--- config.mk ---
export PLATFORM = sky130hd
export DESIGN_NAME = sobel_dsm_writer
export DESIGN_NICKNAME = d
export VERILOG_FILES = /design/src/rtl/sobel_dsm_writer.sv
export SDC_FILE = /design/constraint.sdc
export NUM_CORES = 1
export LEC_CHECK = 0
export CAP_MARGIN = 20
export CORE_AREA = 2 2 277 279
export CTS_BUF_LIST = sky130_fd_sc_hd__clkbuf_8
export DETAILED_ROUTE_END_ITERATION = 8
export DIE_AREA = 0 0 279 281
export SETUP_SLACK_MARGIN = 0.02
export SLEW_MARGIN = 20
export SYNTH_ARGS = -nofsm -noshare
export SYNTH_HDL_FRONTEND = slang
export SYNTH_SLANG_ARGS = --single-unit
export TNS_END_PERCENT = 50
--- constraint.sdc ---
create_clock -name clk -period 1.6 [get_ports clk]
set_input_delay 0.4 -clock clk [delete_from_list [all_inputs] [get_ports clk]]
set_output_delay 0.4 -clock clk [all_outputs]
set_load 0.02 [all_outputs]
--- src/rtl/sobel_dsm_writer.sv ---
// sobel_dsm_writer: device-status-memory writer for the Sobel AFU.
//
// When the kernel signals completion, one 64-byte status line is written over
// CCI-P channel 1 to the host DSM line at hc_dsm_base. The write's response is
// matched by mdata and marks the status as globally visible.
//
// Ports:
//   clk, reset     AFU clock, synchronous active-high reset
//   hc_dsm_base    cache-line address of the DSM line (sampled at finish)
//   hc_start       one-cycle pulse, kernel started (clears counter, leaves DONE)
//   hc_finish      one-cycle pulse, kernel finished; hc_status/hc_lines valid
//   hc_status      kernel status code
//   hc_lines       number of output lines produced
//   c1TxAlmFull    c1 Tx almost-full back-pressure
//   rx_wr_channel  c1 Rx write responses
//   tx_wr_channel  c1 Tx write request (registered)
//   dsm_busy       write pending or in flight
//   dsm_done       status line visible; held until the next hc_start
//
// Build option: define SOBEL_DSM_PERF_EN to build the 64-bit saturating cycle
// counter reported in word 1; otherwise word 1 is zero and no counter exists.
//
// The CCI-P types below are the subset of the channel-1 definitions this block
// uses; they keep the design self-contained.

package sobel_dsm_ccip_pkg;
  typedef logic [41:0]  t_ccip_clAddr;
  typedef logic [15:0]  t_ccip_mdata;
  typedef logic [511:0] t_ccip_clData;

  typedef enum logic [1:0] {
    eVC_VA  = 2'b00,
    eVC_VL0 = 2'b01,
    eVC_VH0 = 2'b10,
    eVC_VH1 = 2'b11
  } t_ccip_vc;

  typedef enum logic [1:0] {
    eCL_LEN_1 = 2'b00,
    eCL_LEN_2 = 2'b01,
    eCL_LEN_4 = 2'b11
  } t_ccip_clLen;

  typedef enum logic [3:0] {
    eREQ_WRLINE_I = 4'h0,
    eREQ_WRLINE_M = 4'h1,
    eREQ_WRPUSH_I = 4'h2,
    eREQ_WRFENCE  = 4'h4,
    eREQ_INTR     = 4'h6
  } t_ccip_c1_req;

  typedef enum logic [3:0] {
    eRSP_WRLINE  = 4'h0,
    eRSP_WRFENCE = 4'h4,
    eRSP_INTR    = 4'h6
  } t_ccip_c1_rsp;

  typedef struct packed {
    t_ccip_vc     vc_sel;
    logic         sop;
    t_ccip_clLen  cl_len;
    t_ccip_c1_req req_type;
    t_ccip_clAddr address;
    t_ccip_mdata  mdata;
  } t_ccip_c1_ReqMemHdr;

  typedef struct packed {
    t_ccip_vc     vc_used;
    logic         hit_miss;
    logic         format;
    logic [1:0]   cl_num;
    t_ccip_c1_rsp resp_type;
    t_ccip_mdata  mdata;
  } t_ccip_c1_RspMemHdr;

  typedef struct packed {
    t_ccip_c1_ReqMemHdr hdr;
    t_ccip_clData       data;
    logic               valid;
  } t_if_ccip_c1_Tx;

  typedef struct packed {
    t_ccip_c1_RspMemHdr hdr;
    logic               rspValid;
  } t_if_ccip_c1_Rx;
endpackage

module sobel_dsm_writer
  import sobel_dsm_ccip_pkg::*;
#(
  parameter logic [15:0] DSM_MDATA = 16'hD5A0
) (
  input  logic           clk,
  input  logic           reset,
  input  t_ccip_clAddr   hc_dsm_base,
  input  logic           hc_start,
  input  logic           hc_finish,
  input  logic [31:0]    hc_status,
  input  logic [31:0]    hc_lines,
  input  logic           c1TxAlmFull,
  input  t_if_ccip_c1_Rx rx_wr_channel,
  output t_if_ccip_c1_Tx tx_wr_channel,
  output logic           dsm_busy,
  output logic           dsm_done
);

  typedef enum logic [1:0] {
    StIdle,
    StIssue,
    StWaitRsp,
    StDone
  } state_e;

  state_e         state_q, state_d;
  t_if_ccip_c1_Tx tx_q, tx_d;
  logic           busy_q, busy_d;
  logic           done_q, done_d;
  logic [63:0]    cycle_count;
  logic           rsp_match;

  assign rsp_match = rx_wr_channel.rspValid &&
                     (rx_wr_channel.hdr.resp_type == eRSP_WRLINE) &&
                     (rx_wr_channel.hdr.mdata == DSM_MDATA);

  // Response header fields this block does not look at.
  logic unused_rx;
  assign unused_rx = ^{rx_wr_channel.hdr.vc_used, rx_wr_channel.hdr.hit_miss,
                       rx_wr_channel.hdr.format, rx_wr_channel.hdr.cl_num};

`ifdef SOBEL_DSM_PERF_EN
  logic [63:0] counter_q, counter_d;
  logic        running_q, running_d;

  // Counts from the cycle after a start until finish is captured. A start in
  // the same IDLE cycle as a finish is swallowed so the pre-start count is kept.
  always_comb begin
    counter_d = counter_q;
    running_d = running_q;
    if ((state_q == StIdle) && hc_finish) begin
      running_d = 1'b0;
    end else if (hc_start && ((state_q == StIdle) || (state_q == StDone))) begin
      counter_d = 64'h0;
      running_d = 1'b1;
    end else if (running_q && (counter_q != {64{1'b1}})) begin
      counter_d = counter_q + 64'd1;
    end
  end

  always_ff @(posedge clk) begin
    if (reset) begin
      counter_q <= 64'h0;
      running_q <= 1'b0;
    end else begin
      counter_q <= counter_d;
      running_q <= running_d;
    end
  end

  assign cycle_count = counter_q;
`else
  assign cycle_count = 64'h0;
`endif

  always_comb begin
    state_d      = state_q;
    tx_d         = tx_q;
    tx_d.valid   = 1'b0;
    done_d       = done_q;

    unique case (state_q)
      StIdle: begin
        if (hc_finish) begin
          // Header and line are latched here so later input changes cannot
          // disturb the pending write.
          state_d              = StIssue;
          tx_d.hdr.vc_sel      = eVC_VA;
          tx_d.hdr.sop         = 1'b1;
          tx_d.hdr.cl_len      = eCL_LEN_1;
          tx_d.hdr.req_type    = eREQ_WRLINE_I;
          tx_d.hdr.address     = hc_dsm_base;
          tx_d.hdr.mdata       = DSM_MDATA;
          tx_d.data            = {256'h0, {32'h0, hc_lines}, {32'h0, hc_status},
                                  cycle_count, 64'h1};
          tx_d.valid           = ~c1TxAlmFull;
        end
      end
      StIssue: begin
        // Stay here until the request has been presented for its one cycle.
        if (tx_q.valid) begin
          state_d = StWaitRsp;
        end else if (!c1TxAlmFull) begin
          tx_d.valid = 1'b1;
        end
      end
      StWaitRsp: begin
        if (rsp_match) begin
          state_d = StDone;
          done_d  = 1'b1;
        end
      end
      StDone: begin
        if (hc_start) begin
          state_d = StIdle;
          done_d  = 1'b0;
        end
      end
      default: state_d = StIdle;
    endcase

    busy_d = (state_d == StIssue) || (state_d == StWaitRsp);
  end

  always_ff @(posedge clk) begin
    if (reset) begin
      state_q <= StIdle;
      tx_q    <= '0;
      busy_q  <= 1'b0;
      done_q  <= 1'b0;
    end else begin
      state_q <= state_d;
      tx_q    <= tx_d;
      busy_q  <= busy_d;
      done_q  <= done_d;
    end
  end

  assign tx_wr_channel = tx_q;
  assign dsm_busy      = busy_q;
  assign dsm_done      = done_q;

endmodule

==> metrics <==
outcome=finished, final reports clean; clock buffers created by TritonCTS=9; routed wirelength normalized by instance count=9.30 um; worst ir drop on vdd=0.305 mV; post-synthesis compound-gate area fraction=between 7 and 8%; crit path buf inv count=1; hold wc startpoint=reset; share of layout cells above drive strength 1=between 10% and 20%; effective utilization at floorplan=10.0%; sum of routed wire length over all layers=20500 um; most frequent cells in the layout=conb_1, nand2_1, clkdlybuf4s50_1; xor-xnor portion of the synthesized cell area=0%; register bit count reported by yosys=112; crit-path cells=clkdlybuf4s15_1; DRC Markers=0; mux cell area share after synthesis=0%; critical path class=reg2out; unrepaired setup endpoints after global routing=true; Final Wtd Congestion=0.647; pin count of the biggest net entering global routing=58; Die Height=281 um; Pre-Repair DR Iteration Count=4; cell leakage power=4.24 nW; worst setup slack for register-to-register paths=0.1 ns; arrival time at the worst endpoint=1.10 ns; floorplan row count=101; maxcap violations=0; overall power=7.52 mW; Reg2Reg Capture Point=state_q[0]; die area=78400 um2; fin crit period=1.50 ns; initial detailed-routing violation count=113; clk sink count=112; portion of total power attributed to the clock network=~26%; Synth Cell Area=7560 um2; total global routing overflow=0; final setup skew=0.0251 ns; net total in the final layout=1352; share of the clock period used by the worst path=93.8%; basic-gate share of the synthesized area counting and, or, nand and nor cells=12.6%; number of H-tree branching levels=3; final worst hold slack=around 0.37 ns; Hold Crit Class=in2reg; net switching fraction of the power=between 40% and 50%; synthesized instance count=967; core area=75400 um2; hold violation total from the final report=0; worst-path fanout max=2; destination of the worst hold path=tx_wr_channel[1]; width of the chip=between 200 and 300 um; clock root buffer master=clkbuf_8; Sequential Power Share=between 40% and 50%; global-route wire length before repair=27000 um; Cell Int Power=4.37 mW; clock transition at the registers of the reported paths=approximately 0.14 ns; power density normalized to cell area=765 nW/um2; io pins=720; Worst path top cell family by delay=flip-flops; required time at the worst-slack endpoint=1.20 ns; endpoints failing setup=0; Reg2Reg Launch Point=state_q[0]; crit path max-delay cell type=dfxtp_1; Synth cell types=28; number of pins with negative max-slew slack in the final report=0; layout overhead on the synthesized area=30.0%; mean area per synthesized cell=7.82 um2; pre-CTS WS=-0.389 ns; Min-Delay Path Depth=2; CP max stage delay=0.35 ns; post-DP HPWL=16100 um; largest family of logic cells by synthesized area=buffers and inverters; vias in the first global route=4418; share of the yosys chip area belonging to registers=29.7%; number of synthesis warnings=0; adder and majority gate portion of the synthesized area=0%; buffers from clock root to sink, at most=2; upper clock frequency limit=666 MHz; commonest non-fill, non-tap cell in the layout=conb_1; Post-CTS Hold Fix Bufs=0; antenna-violating nets left=0; count of vias placed by the detailed router=5414; quantity of I/O buffers inserted on ports=249; Comb pwr share=between 30% and 40%; minimum setup slack in the final design=between 0.09 and 0.1 ns; kind of start point of the critical path=register; drt via density=2.46; clock tree from TritonCTS=done; crit path capture type=output pin; Switching Power=around 3.1 mW; core occupancy in the finished layout=a little over an eighth; Overall Global Routing Usage=4.85%; source-to-sink clock delay at the later pin of the worst-skew pair=0.45 ns; number of antenna violations at the first check in global routing=6; cells on worst reg2reg path=5
## power groups by stage
| stage | logic (mW) | clock network, mW | registers [mW] |
|---|---|---|---|
| 2_1_floorplan | 2.28 | 0 | 3.34 |
| 3_3_place_gp | 2.58 | 0 | 3.13 |
| 3_5_place_dp | 2.57 | 0 | 3.13 |
| 4_1_cts | 2.51 | 2.19 | 3.07 |
| 5_1_grt | 2.71 | 2.25 | 3.10 |
| 6_report | 2.51 | 1.93 | 3.07 |
## stage by stage
stage	instance area (um2)	std cells	TNS (ns)
after floorplan	9300	1430	0
after global placement	9620	2179	-28.24
after detailed placement	9620	2179	-29.34
after CTS	9850	2197	-0.00742
after global routing	9830	2200	-0.0101
final	9830	2200	0
## worst max-delay path by stage
stage / start / endpoint / slack [ns] / depth (start not counted)
after floorplan: state_q[1] / tx_wr_channel[530] / 0.16 / 7
after global placement: hc_finish / tx_wr_channel[554] / -0.33 / 5
after detailed placement: rx_wr_channel[15] / dsm_busy / -0.39 / 4
after CTS: tx_wr_channel[140] / tx_wr_channel[140] / -0.004 / 1
after global routing: tx_wr_channel[545] / tx_wr_channel[545] / -0.009 / 1
final: tx_wr_channel[545] / tx_wr_channel[545] / 0.1 / 1
## cell families (layout without fill, tap and decap cells)
group | after synthesis | count (layout)
AO/OA/AOI/OAI | 111 | 111
buffers and inverters | 510 | 299
AND/OR/NAND/NOR | 233 | 233
other | 1 | 467
flip-flops | 112 | 112
## per-layer routing
layer | track usage (%) | wire, um
met1 | 5.08 | 7630
met2 | 8.08 | 10100
met3 | 2.17 | 2150
met4 | 2.74 | 572
met5 | 0 | 23
## state kept, by name (all words and copies together) (netlist names)
name           count
dsm_done           1
dsm_busy           1
tx_wr_channel    108
state_q            2
## cell type report
cell class                      instances  area, um2
Antenna cell                            3       7.51
Clock buffer                           10        138
Clock inverter                          6       50.0
Fill cell                            8724      65600
Inverter                                1       3.75
Multi-Input combinational cell        808       3310
Sequential cell                       112       2260
Tap cell                              978       1220
Timing Repair Buffer                  282       2830
## cell usage after synthesis
cell	n	area share, %
or3_1	2	0.17
conb_1	1	0.050
nor3_1	1	0.066
clkbuf_1	21	1.0
a21oi_2	8	0.93
o22ai_1	1	0.083
and2_1	1	0.083
dfxtp_1	112	30
a21oi_1	98	6.5
nand2_1	203	10
nor3b_1	1	0.099
buf_6	6	0.89
o21ai_0	1	0.066
and3b_1	1	0.12
nand3_1	4	0.26
inv_1	1	0.050
or3b_1	1	0.12
o2111a_1	1	0.15
nand4_1	1	0.083
nor4bb_1	3	0.40
nor4_1	1	0.083
buf_2	6	0.40
o32a_1	1	0.13
o211a_1	1	0.13
nor4b_1	1	0.12
buf_4	476	47
nand2_2	10	0.83
nor2_1	3	0.15
## what timing repair did
item,CTS,global route
setup endpoints to repair,116,44
setup buffers,2,0
gates resized for setup,376,19
No activity file was read; power rests on OpenSTA's default activity.
